--- src/rtl/addsub_arbiter_if.sv ---
// Handshake and datapath bundle for addsub_arbiter.
// slave: arbiter side (requests in, grants/results/datapath drive out).
// master: requesters plus the shared addSub4 datapath.
// Signals:
//   req0/a0/b0/sub0, req1/a1/b1/sub1 : operation requests and operands
//   gnt0/gnt1, done0/done1           : accept and result-valid pulses
//   result_out/cout_out/ovf_out      : last captured result
//   busy                             : arbiter not idle
//   av/bv/M                          : operands and op select to addSub4
//   resultsv/cout                    : sum and carry from addSub4
interface addsub_arbiter_if #(
    parameter int WIDTH = 4
);
    logic             req0;
    logic [WIDTH-1:0] a0;
    logic [WIDTH-1:0] b0;
    logic             sub0;
    logic             req1;
    logic [WIDTH-1:0] a1;
    logic [WIDTH-1:0] b1;
    logic             sub1;
    logic             gnt0;
    logic             gnt1;
    logic             done0;
    logic             done1;
    logic [WIDTH-1:0] result_out;
    logic             cout_out;
    logic             ovf_out;
    logic             busy;
    logic [WIDTH-1:0] av;
    logic [WIDTH-1:0] bv;
    logic             M;
    logic [WIDTH-1:0] resultsv;
    logic             cout;

    modport slave (
        input  req0, a0, b0, sub0,
        input  req1, a1, b1, sub1,
        input  resultsv, cout,
        output gnt0, gnt1, done0, done1,
        output result_out, cout_out, ovf_out,
        output busy, av, bv, M
    );

    modport master (
        output req0, a0, b0, sub0,
        output req1, a1, b1, sub1,
        output resultsv, cout,
        input  gnt0, gnt1, done0, done1,
        input  result_out, cout_out, ovf_out,
        input  busy, av, bv, M
    );
endinterface

--- src/rtl/addsub_arbiter.sv ---
// Round-robin sharing of one addSub4 datapath between two requesters.
// Ports: clk, reset (async, active-high), bus (addsub_arbiter_if.slave).
// Flow: IDLE accepts the winning request and drives av/bv/M, EXEC lets
// the datapath settle for one cycle, then result/carry/overflow are
// captured and done pulses to the requester that was granted.
module addsub_arbiter #(
    parameter int WIDTH = 4
) (
    input  logic            clk,
    input  logic            reset,
    addsub_arbiter_if.slave bus
);
    localparam int MSB = WIDTH - 1;

    typedef enum logic {
        IDLE = 1'b0,
        EXEC = 1'b1
    } state_t;

    state_t           r_state;
    logic             r_ptr;
    logic [WIDTH-1:0] r_av;
    logic [WIDTH-1:0] r_bv;
    logic             r_M;
    logic             r_gnt0;
    logic             r_gnt1;
    logic             r_done0;
    logic             r_done1;
    logic [WIDTH-1:0] r_result;
    logic             r_cout;
    logic             r_ovf;

    logic             w_pick0;
    logic             w_same;
    logic             w_ovf;

    // Requester 0 wins when alone, or on a tie when 1 was served last.
    assign w_pick0 = bus.req0 & (~bus.req1 | r_ptr);

    // Add overflows on equal operand signs, subtract on differing
    // signs, in both cases only when the result sign flips from av.
    assign w_same = (r_av[MSB] == r_bv[MSB]);
    assign w_ovf  = (r_M ? ~w_same : w_same) &
                    (bus.resultsv[MSB] != r_av[MSB]);

    always_ff @(posedge clk or posedge reset) begin
        if (reset) begin
            r_state  <= IDLE;
            r_ptr    <= 1'b1;
            r_av     <= '0;
            r_bv     <= '0;
            r_M      <= 1'b0;
            r_gnt0   <= 1'b0;
            r_gnt1   <= 1'b0;
            r_done0  <= 1'b0;
            r_done1  <= 1'b0;
            r_result <= '0;
            r_cout   <= 1'b0;
            r_ovf    <= 1'b0;
        end else begin
            r_gnt0  <= 1'b0;
            r_gnt1  <= 1'b0;
            r_done0 <= 1'b0;
            r_done1 <= 1'b0;
            case (r_state)
                IDLE: begin
                    if (w_pick0) begin
                        r_av    <= bus.a0;
                        r_bv    <= bus.b0;
                        r_M     <= bus.sub0;
                        r_gnt0  <= 1'b1;
                        r_ptr   <= 1'b0;
                        r_state <= EXEC;
                    end else if (bus.req1) begin
                        r_av    <= bus.a1;
                        r_bv    <= bus.b1;
                        r_M     <= bus.sub1;
                        r_gnt1  <= 1'b1;
                        r_ptr   <= 1'b1;
                        r_state <= EXEC;
                    end
                end
                EXEC: begin
                    r_result <= bus.resultsv;
                    r_cout   <= bus.cout;
                    r_ovf    <= w_ovf;
                    // The pointer already names the granted requester.
                    r_done0  <= ~r_ptr;
                    r_done1  <= r_ptr;
                    r_state  <= IDLE;
                end
            endcase
        end
    end

    assign bus.av         = r_av;
    assign bus.bv         = r_bv;
    assign bus.M          = r_M;
    assign bus.gnt0       = r_gnt0;
    assign bus.gnt1       = r_gnt1;
    assign bus.done0      = r_done0;
    assign bus.done1      = r_done1;
    assign bus.result_out = r_result;
    assign bus.cout_out   = r_cout;
    assign bus.ovf_out    = r_ovf;
    assign bus.busy       = (r_state == EXEC);
endmodule

--- src/flat_wrapper.sv ---
// flat-port wrapper written by rule: the top's interface ports become plain ports
module addsub_arbiter_flat 
#(
    parameter int WIDTH = 4
)
  (clk, reset, bus_req0, bus_a0, bus_b0, bus_sub0, bus_req1, bus_a1, bus_b1, bus_sub1, bus_resultsv, bus_cout, bus_gnt0, bus_gnt1, bus_done0, bus_done1, bus_result_out, bus_cout_out, bus_ovf_out, bus_busy, bus_av, bus_bv, bus_M);
  addsub_arbiter_if #(.WIDTH(WIDTH)) bus_i ();
  input  logic clk;
  input  logic reset;
  input wire logic [$bits(bus_i.req0)-1:0] bus_req0;
  input wire logic [$bits(bus_i.a0)-1:0] bus_a0;
  input wire logic [$bits(bus_i.b0)-1:0] bus_b0;
  input wire logic [$bits(bus_i.sub0)-1:0] bus_sub0;
  input wire logic [$bits(bus_i.req1)-1:0] bus_req1;
  input wire logic [$bits(bus_i.a1)-1:0] bus_a1;
  input wire logic [$bits(bus_i.b1)-1:0] bus_b1;
  input wire logic [$bits(bus_i.sub1)-1:0] bus_sub1;
  input wire logic [$bits(bus_i.resultsv)-1:0] bus_resultsv;
  input wire logic [$bits(bus_i.cout)-1:0] bus_cout;
  output wire logic [$bits(bus_i.gnt0)-1:0] bus_gnt0;
  output wire logic [$bits(bus_i.gnt1)-1:0] bus_gnt1;
  output wire logic [$bits(bus_i.done0)-1:0] bus_done0;
  output wire logic [$bits(bus_i.done1)-1:0] bus_done1;
  output wire logic [$bits(bus_i.result_out)-1:0] bus_result_out;
  output wire logic [$bits(bus_i.cout_out)-1:0] bus_cout_out;
  output wire logic [$bits(bus_i.ovf_out)-1:0] bus_ovf_out;
  output wire logic [$bits(bus_i.busy)-1:0] bus_busy;
  output wire logic [$bits(bus_i.av)-1:0] bus_av;
  output wire logic [$bits(bus_i.bv)-1:0] bus_bv;
  output wire logic [$bits(bus_i.M)-1:0] bus_M;
  assign bus_i.req0 = bus_req0;
  assign bus_i.a0 = bus_a0;
  assign bus_i.b0 = bus_b0;
  assign bus_i.sub0 = bus_sub0;
  assign bus_i.req1 = bus_req1;
  assign bus_i.a1 = bus_a1;
  assign bus_i.b1 = bus_b1;
  assign bus_i.sub1 = bus_sub1;
  assign bus_i.resultsv = bus_resultsv;
  assign bus_i.cout = bus_cout;
  assign bus_gnt0 = bus_i.gnt0;
  assign bus_gnt1 = bus_i.gnt1;
  assign bus_done0 = bus_i.done0;
  assign bus_done1 = bus_i.done1;
  assign bus_result_out = bus_i.result_out;
  assign bus_cout_out = bus_i.cout_out;
  assign bus_ovf_out = bus_i.ovf_out;
  assign bus_busy = bus_i.busy;
  assign bus_av = bus_i.av;
  assign bus_bv = bus_i.bv;
  assign bus_M = bus_i.M;
  addsub_arbiter #(.WIDTH(WIDTH)) u_core (.clk(clk), .reset(reset), .bus(bus_i));
endmodule
--- config.mk ---
export PLATFORM = sky130hd
export DESIGN_NAME = addsub_arbiter_flat
export DESIGN_NICKNAME = d
export VERILOG_FILES = /design/src/rtl/addsub_arbiter_if.sv /design/src/rtl/addsub_arbiter.sv /design/src/flat_wrapper.sv
export SDC_FILE = /design/constraint.sdc
export NUM_CORES = 1
export LEC_CHECK = 0
export CORE_MARGIN = 8
export CORE_UTILIZATION = 37
export CTS_BUF_LIST = sky130_fd_sc_hd__clkbuf_4 sky130_fd_sc_hd__clkbuf_8
export DETAILED_ROUTE_END_ITERATION = 6
export PLACE_DENSITY = 0.77
export SLEW_MARGIN = 20
export SYNTH_ARGS = -nofsm -noshare
export SYNTH_HDL_FRONTEND = slang
export SYNTH_SLANG_ARGS = --single-unit
--- constraint.sdc ---
create_clock -name clk -period 1.1 [get_ports clk]
set_input_delay 0.275 -clock clk [delete_from_list [all_inputs] [get_ports clk]]
set_output_delay 0.275 -clock clk [all_outputs]
set_load 0.01 [all_outputs]
# == Yosys cells after proc, flatten, opt, wreduce, memory -nomap -nowiden ==
# Cells that the tools add are included.
# totals
register_bits,21
in_bits,27
wordCells,41
output_inout_bits,20
# classes
n_eq_ne,2
mux,18
bitwise,7
reduce_logical,2
# op_table
cell,count
$mux 4,4
$mux 1,13
$not 1->1,4
$and 1x1->1,2
$pmux 1 s2,1
$reduce_and 2->1,1
$reduce_bool 2->1,1
$eq 1x1->1,1
$ne 1x1->1,1
$or 1x1->1,1

# == Logic depth before layout (Yosys ltp) ==
# Gate-level depths: netlist of run 1.
# logic_depth
depth_word,5
mapped_depth,4
depth_no_buf,3

# == Least setup slack after synthesis of run 1 ==
# No wires, ideal clock.
# synth_timing
path_kind,register to register
from,register u_core.r_state (netlist: u_core.bus.busy)
to,register u_core.r_av[3] (netlist: u_core.bus.av[3])
path_buffers,2
slack_ns,-0.046
stages_incl_launch_ff,5
setup_time_ns,0.132
period_less_slack_ns,1.146
t_required_ns,0.968
arrival_time_ns,1.014
cell_sequence,dfrtp_1 -> o21ba_1 -> buf_6 -> buf_6 -> a31oi_2
# synth_via
elab_chain_len,2
# synth_lines
element,line_no,source
start: declaration,addsub_arbiter.sv:20,state_t r_state;
start signal: assignment,addsub_arbiter.sv:48,r_state <= IDLE;
start signal: assignment,addsub_arbiter.sv:73,r_state <= EXEC;
start signal: assignment,addsub_arbiter.sv:80,r_state <= EXEC;
$not 1->1 (no line),n/a,
$reduce_and 2->1 (no line),n/a,
end signal: assignment,addsub_arbiter.sv:68,r_av <= bus.a0;
end signal: assignment,addsub_arbiter.sv:75,r_av <= bus.a1;
end: declaration,addsub_arbiter.sv:22,logic [WIDTH-1:0] r_av;
# No other way between the ends.
# A chain may end at the register's enable or synchronous reset.

# == Worst setup path after layout of run 1 ==
# layout_timing
from,register u_core.r_ptr
to,register u_core.r_av[3] (netlist: u_core.bus.av[3])
# layout_via
elab_chain_len,4
elab_cells_between_ends,5
cone_classes,mux (1); bitwise (2); reduce/logical (2)
# layout_lines
element,line_no,source
start: declaration,addsub_arbiter.sv:21,logic r_ptr;
start signal: assignment,addsub_arbiter.sv:49,r_ptr <= 1'b1;
start signal: assignment,addsub_arbiter.sv:72,r_ptr <= 1'b0;
start signal: assignment,addsub_arbiter.sv:79,r_ptr <= 1'b1;
$or 1x1->1 *,addsub_arbiter.sv:38,assign w_pick0 = bus.req0 & (~bus.req1 | r_ptr);
$and 1x1->1 *,addsub_arbiter.sv:38,
$reduce_bool 2->1 (no line),n/a,
$reduce_and 2->1 (no line),n/a,
# Every way passes the cells marked *; elsewhere a longest branch is shown, timed or not.

==> results of run 1 <==
## flip-flops by register name, summed over array words and instances (netlist names)
signal	flops
u_core.bus.gnt1	1
u_core.bus.av	4
u_core.bus.gnt0	1
u_core.bus.M	1
u_core.bus.done0	1
u_core.bus.bv	4
u_core.r_ptr	1
u_core.bus.busy	1
u_core.bus.result_out	4
u_core.bus.ovf_out	1
u_core.bus.done1	1
u_core.bus.cout_out	1
## power by group through the flow
| stage | Combinational [mW] | Sequential (mW) | Clock [mW] |
|---|---|---|---|
| finish | 0.964 | 1.02 | 0.380 |
| global route | 1.04 | 1.04 | 0.430 |
| CTS | 0.918 | 1.01 | 0.390 |
| detailed placement | 0.988 | 1.03 | 0 |
| global placement | 0.962 | 1.02 | 0 |
| floorplan | 0.355 | 1.11 | 0 |
## Yosys cell counts, types with 2 or more instances
cell,count
nand2b_1,2
buf_6,2
mux2_2,5
nor2b_1,2
o21ai_0,5
inv_1,3
dfrtp_1,20
nor2_1,9
buf_2,4
o21ai_1,6
a31oi_2,9
nand3_1,9
## through the flow
step	cell area, µm²	hold slack, ns	setup slack, ns	cells
4_1_cts	1530	0.233	-0.103	176
2_1_floorplan	978	0.251	-0.0348	86
5_1_grt	1570	0.250	-0.151	177
3_3_place_gp	1540	0.490	-0.360	169
3_5_place_dp	1540	0.496	-0.404	169
6_report	1570	0.225	-0.117	177
## path summary, 6_finish.rpt
check,start,to,slack [ns],cells past startpoint
hold / removal,reset,u_core.bus.av[3],0.23,2
setup / recovery,u_core.r_ptr,u_core.bus.av[3],-0.12,4
hold reg to reg,u_core.bus.result_out[1],u_core.bus.result_out[1],0.51,1
max in group asynchronous,reset,u_core.bus.result_out[1],0.48,3
setup reg to reg,u_core.r_ptr,u_core.bus.av[3],-0.12,4
min in group clk,bus_req1,u_core.bus.gnt1,0.41,3
## repair_timing
action,in CTS,in global routing
hold buffers,0,0
gates cloned,1,0
resized for setup,90,8
endpoints found under the setup margin,32,31
setup buffers,2,1
## routing by layer
layer  GRT usage  vias up  part of all wire  routed length, µm
met5           0        -                 0                  0
met4      0.0548        0             0.012                 36
met3      0.0298        4             0.068                200
met2       0.244       24              0.56               1650
met1       0.125      433              0.36               1070
li1            -      430                 -                  -
## layout make-up
type	instances	area, µm²
Fill cell	205	910
Clock buffer	4	30.0
Timing Repair Buffer	64	552
Multi-Input combinational cell	55	410
Sequential cell	21	527
Tap cell	30	37.5
Inverter	3	11.3
## kinds of logic (layout without fill, tap and decap cells)
group           after synthesis  count (layout)
buf+inv                      10              71
compound gates               23              23
mux                           5               5
xor+xnor                      1               1
simple gates                 26              26
flops                        21              21
## worst max-delay path, cell delays in order (launching register included)
cell	delay (ns)
dfstp_2	0.57
nor2b_1	0.05
buf_4	0.17
o21ai_1	0.21
a31oi_2	0.11
==> impl_results.md, run 1 <==
* Run status: complete, but fails checks
* Failing checks: setup timing
* Die footprint at 4520 µm²
* Min Tclk post-route at 1.22 ns
* Post-synthesis xor/xnor area fraction at 0.00901
* Most frequent cells in the layout: clkdlybuf4s50_1, dfrtp_1, buf_2
* Row count at 18
* Main combinational cell family by area after synthesis: compound AO/OA/AOI/OAI gates
* CTS tree: done
* Antenna violations before repair at 0
* CTS root buf: clkbuf_4
* Synth Area in Simple Gates at 0.135
* Inserted Diodes at 0
* Ys async rst share at 1.00
* Global Route Usage Sum at 0.126
* Crit start category: flip-flop
* Vias in the first global route at 961
* Core area at 2480 µm²
* DR DRC count at 0
* Share of layout cells above drive strength 1 at 0.422
* Final Cycle Share at 1.11
* Hpwl dp at 2.19 mm
* H-tree Lvls at 1
* RSZ-0062 raised after global routing: true
* Die Y at 67.3 µm
* Max Fanout on Critical Path at 10
* Switching pwr at 0.740 mW
* Seq/Total Area, Yosys at 0.542
* Synth top area share at 0.515
* Leakage power at 0.690 nW
* Pwr Total at 2.36 mW
* Effective utilization at floorplan at 0.392
* Max clock buf depth at 2
* WL per Instance at 16.7 µm
* Clock share of power at 0.161
* 1st-pass router iterations at 6
* Total CTS buffers at 3
* VDD IR max at 760 µV
* Total negative slack at -0.813 ns
* Clock Skews at 0.00549 ns
* Crit path capture type: flip-flop
* Synth area leader: dfrtp_1
* Vias at 891
* Post-synth EDFFs at 0
* ANT nets after route at 0
* Comb power frac at 0.408
* Final Slew Violations at 0
* Grt ovf at 0
* Worst-Margin Slew at 0.309 ns
* Final Hold Fails at 0
* Top cells by area, synth: dfrtp_1, a31oi_2, mux2_2, nand3_1, nor2_1
* Pint at 1.62 mW
* Setup ws final at -0.117 ns
* Routability cong. at 0.796
* P per Cell Area at 1510 nW/µm²
* Post-DR vias/cell at 5.03
* Final core utilization at 0.633
* Initial detailed-routing violation count at 63
* Register bit total from synthesis at 21
* Multiplexer area fraction after synthesis at 0.0579
* Commonest non-fill, non-tap cell in the layout: clkdlybuf4s50_1
* Slew Limit Headroom at 0.794
* Final setup viols at 18
* Post-Synth Adder-Cell Area at 0
* Top FF cell, synth: dfrtp_1
* Clk sinks at 21
* Cell Area, Synth at 972 µm²
* Max Cap Viol at 0
* Yosys warnings at 0
* Syn avg cell area at 11.3 µm²
* Worst path required time at 1.29 ns
* Hold Crit Class: primary input to async pin
* Post-synth cell types at 22
* Boundary Pins at 47
* Syn_nets at 113
* Post-Synthesis Cells at 86
* Sequential share of power at 0.431
* First-pass GRT wire length at 4.37 mm
* Critical path class: flip-flop to flip-flop
* Compound-Gate Fraction of Synth Area at 0.197
* Die W at 67.3 µm
* Largest net degree at the start of global routing at 13
* Syn-to-layout area delta at 61.3%
* DRT Wirelength at 2.96 mm
* Fin nets at 175
* # port buffers at 46
* WP data arrival at 1.40 ns
* Worst skew pair latency at 0.30 ns
* Clock transition at path regs at 0.11 ns
* Net switching share of the total power at 0.313
* Max Freq at 0.822 GHz
No activity file was read; power rests on OpenSTA's default activity.
==> run 2: changes to the inputs <==
--- a/config.mk
+++ b/config.mk
@@ -7,7 +7,8 @@
 export LEC_CHECK = 0
+export ABC_AREA = 1
 export CORE_MARGIN = 8
-export CORE_UTILIZATION = 37
+export CORE_UTILIZATION = 38
 export CTS_BUF_LIST = sky130_fd_sc_hd__clkbuf_4 sky130_fd_sc_hd__clkbuf_8
 export DETAILED_ROUTE_END_ITERATION = 6
-export PLACE_DENSITY = 0.77
+export PLACE_DENSITY = 0.78
 export SLEW_MARGIN = 20
--- a/constraint.sdc
+++ b/constraint.sdc
@@ -3,2 +3,2 @@
 set_output_delay 0.275 -clock clk [all_outputs]
-set_load 0.01 [all_outputs]
+set_load 0.02 [all_outputs]
==> impl_results.md, run 2 <==
* Run status: complete, but fails checks
* Failing checks: setup timing
* Die footprint at 4520 µm² (-0.10%)
* Max Freq at 0.886 GHz (+7.9%)
* Syn avg cell area at 7.73 µm² (-32%)
* Post-synth EDFFs at 0 (unchanged)
* CTS tree: done
* Final setup viols at 13 (-5)
* Crit start category: flip-flop
* CTS root buf: clkbuf_4
* Final Hold Fails at 0 (unchanged)
* Finished Cell Area at 1850 µm² (+18%)
* Worst r2r path cells at 6 (+2)
* Cell Area, Synth at 997 µm² (+2.6%)
* Final Slew Violations at 0 (unchanged)
* Pwr Total at 2.67 mW (+13%)
* Synth top area share at 0.502 (-0.0129)
* Crit path capture type: output pin
* Share of layout cells above drive strength 1 at 0.381 (-0.0406)
* Boundary Pins at 47 (unchanged)
* Final Cycle Share at 1.03 (-0.0807)
* H-tree Lvls at 1 (unchanged)
* Slew Limit Headroom at 0.825 (+0.0315)
* Worst-Margin Slew at 0.262 ns (-0.0469 ns)
* Inserted Diodes at 0 (unchanged)
* Top FF cell, synth: dfrtp_1
* Syn-to-layout area delta at 85.1%
* First-pass GRT wire length at 4.46 mm (+2.1%)
* Vias in the first global route at 1045 (+8.7%)
* Fin nets at 230 (+31%)
* DR DRC count at 0 (unchanged)
* Min Tclk post-route at 1.13 ns (-0.0888 ns)
* Yosys warnings at 0 (unchanged)
* Commonest non-fill, non-tap cell in the layout: nand2_1
* Post-Synthesis Cells at 129 (+50%)
* Synth area leader: dfrtp_1
* Critical-path top delay cell: dfrtp_1
* Worst path required time at 0.82 ns (-0.47 ns)
* Hold Crit Class: primary input to async pin
* Total CTS buffers at 3 (unchanged)
* Reg-to-Reg Start: u_core.r_ptr
* Slowest stage delay, CP at 0.42 ns (-0.15 ns)
* Leakage power at 1.00 nW (+46%)
* Dpl cell area at 1590 µm² (+2.9%)
* R2R setup slack at -0.02 ns (+0.10 ns)
* Clk sinks at 21 (unchanged)
* Post-DR vias/cell at 4.61 (-8.5%)
* Worst skew pair latency at 0.29 ns (about the same)
* Hpwl dp at 2.19 mm (+0.20%)
* Global Route Usage Sum at 0.125 (-0.000938)
* Post-cts hold buffer count at 0 (unchanged)
* Clock Skews at 0.00784 ns (+0.00235 ns)
* DRT Wirelength at 2.98 mm (+0.78%)
* Ys async rst share at 1.00 (unchanged)
* Max clock buf depth at 2 (unchanged)
* 1st-pass router iterations at 4 (-2)
* # port buffers at 46 (unchanged)
* Max Fanout on Critical Path at 2 (-8)
* WP buf/inv at 1 (unchanged)
* Antenna violations before repair at 0 (unchanged)
* Critical path's top delay family: flip-flops
* Initial detailed-routing violation count at 35 (-44%)
* Row count at 18 (unchanged)
* P per Cell Area at 1440 nW/µm² (-4.1%)
* Cell Chain, Critical Path: buf_6
* Register bit total from synthesis at 21 (unchanged)
* Setup ws final at -0.0280 ns (+0.0888 ns)
* Syn_nets at 156 (+38%)
* Routability cong. at 0.834 (+4.8%)
* Top cells by area, synth: dfrtp_1, nand2_1, nand3_1, inv_1, dfstp_2
* Most frequent cells in the layout: nand2_1, buf_6, clkdlybuf4s50_1
* Post-synth cell types at 15 (-32%)
* ANT nets after route at 0 (unchanged)
* Critical path class: flip-flop to output pin
* WP data arrival at 0.85 ns (-0.55 ns)
* Clock transition at path regs at 0.11 ns (about the same)
* Largest net degree at the start of global routing at 12 (-1)
* Die W at 67.2 µm (about the same)
* Vias at 1069 (+20%)
* RSZ-0062 raised after global routing: true
* WL per Instance at 12.8 µm (-23%)
* Seq/Total Area, Yosys at 0.528 (-0.0136)
* VDD IR max at 944 µV (+24%)
* Grt ovf at 0 (unchanged)
* Commonest cells post-synth: nand2_1, inv_1, nand3_1
* Core area at 2480 µm² (unchanged)
* Effective utilization at floorplan at 0.403 (+0.0101)
* Die Y at 67.2 µm (about the same)
* Total negative slack at -0.159 ns (+0.654 ns)
* Cell with the most instances after synthesis: nand2_1
* Critical R2R Capture: u_core.bus.M
* Max Cap Viol at 0 (unchanged)
## run 2: changes by cell type in the layout (fill, tap and decap cells not counted), moves of 6 or more
cell | previous run | this run
buf_6 | 4 | 25
buf_4 | 15 | 21
nand3_2 | 0 | 14
buf_2 | 17 | 0
nand2_1 | 0 | 46
inv_1 | 2 | 23
nor2_1 | 9 | 1
a31oi_2 | 9 | 0
o21ai_1 | 9 | 0
## run 2: worst max path at each step
stage / to / depth (start not counted) / slack (ns) / startpoint
6_report: bus_av[2] / 1 / -0.03 / u_core.bus.av[2]
5_1_grt: bus_av[1] / 1 / -0.08 / u_core.bus.av[1]
4_1_cts: bus_av[1] / 1 / -0.04 / u_core.bus.av[1]
3_5_place_dp: u_core.bus.M / 6 / -0.32 / bus_req1
3_3_place_gp: u_core.bus.bv[3] / 6 / -0.30 / bus_req1
2_1_floorplan: u_core.bus.M / 6 / 0.02 / u_core.r_ptr
## run 2: cells by family (layout without fill, tap and decap cells)
logic type	Yosys count	in the layout	synth area share
compound gates	5	5	0.0402
flops	21	21	0.528
simple gates	73	73	0.304
buf+inv	30	103	0.128
## run 2: stage by stage
stage          std cells  hold WS, ns  setup WS [ns]   util
2_1_floorplan        129        0.251         0.0217      -
3_3_place_gp         217        0.454         -0.303  0.640
3_5_place_dp         217        0.463         -0.321  0.640
4_1_cts              227        0.181        -0.0374  0.692
5_1_grt              232        0.196        -0.0829  0.745
6_report             232        0.190        -0.0280  0.745
## run 2: layout make-up
class / instances / area (µm²)
timing repair buffer: 72 / 697
fill: 181 / 632
sequential: 21 / 527
multi-input combinational: 78 / 445
inverter: 27 / 109
tap: 30 / 37.5
clock buffer: 4 / 30.0
## run 2: timing repair
item                       4_1_cts  5_1_grt
resized for setup              132       21
setup buffers                    5        5
setup endpoints to repair       30       30
pin swaps                        3       10
cloned                           1        0
## run 2: layer usage
| layer | GRT usage | wire length, µm |
|---|---|---|
| met1 | 0.140 | 1260 |
| met3 | 0.0513 | 280 |
| met4 | 0.0496 | 10 |
| met5 | 0 | 0 |
| met2 | 0.209 | 1430 |
## run 2: report_power, final
part	switching (mW)	internal, mW	total [mW]	leakage [nW]
Combinational	0.596	0.667	1.26	0.729
Sequential	0.103	0.925	1.03	0.257
Clock	0.210	0.165	0.376	0.0184
Total	0.909	1.76	2.67	1.00
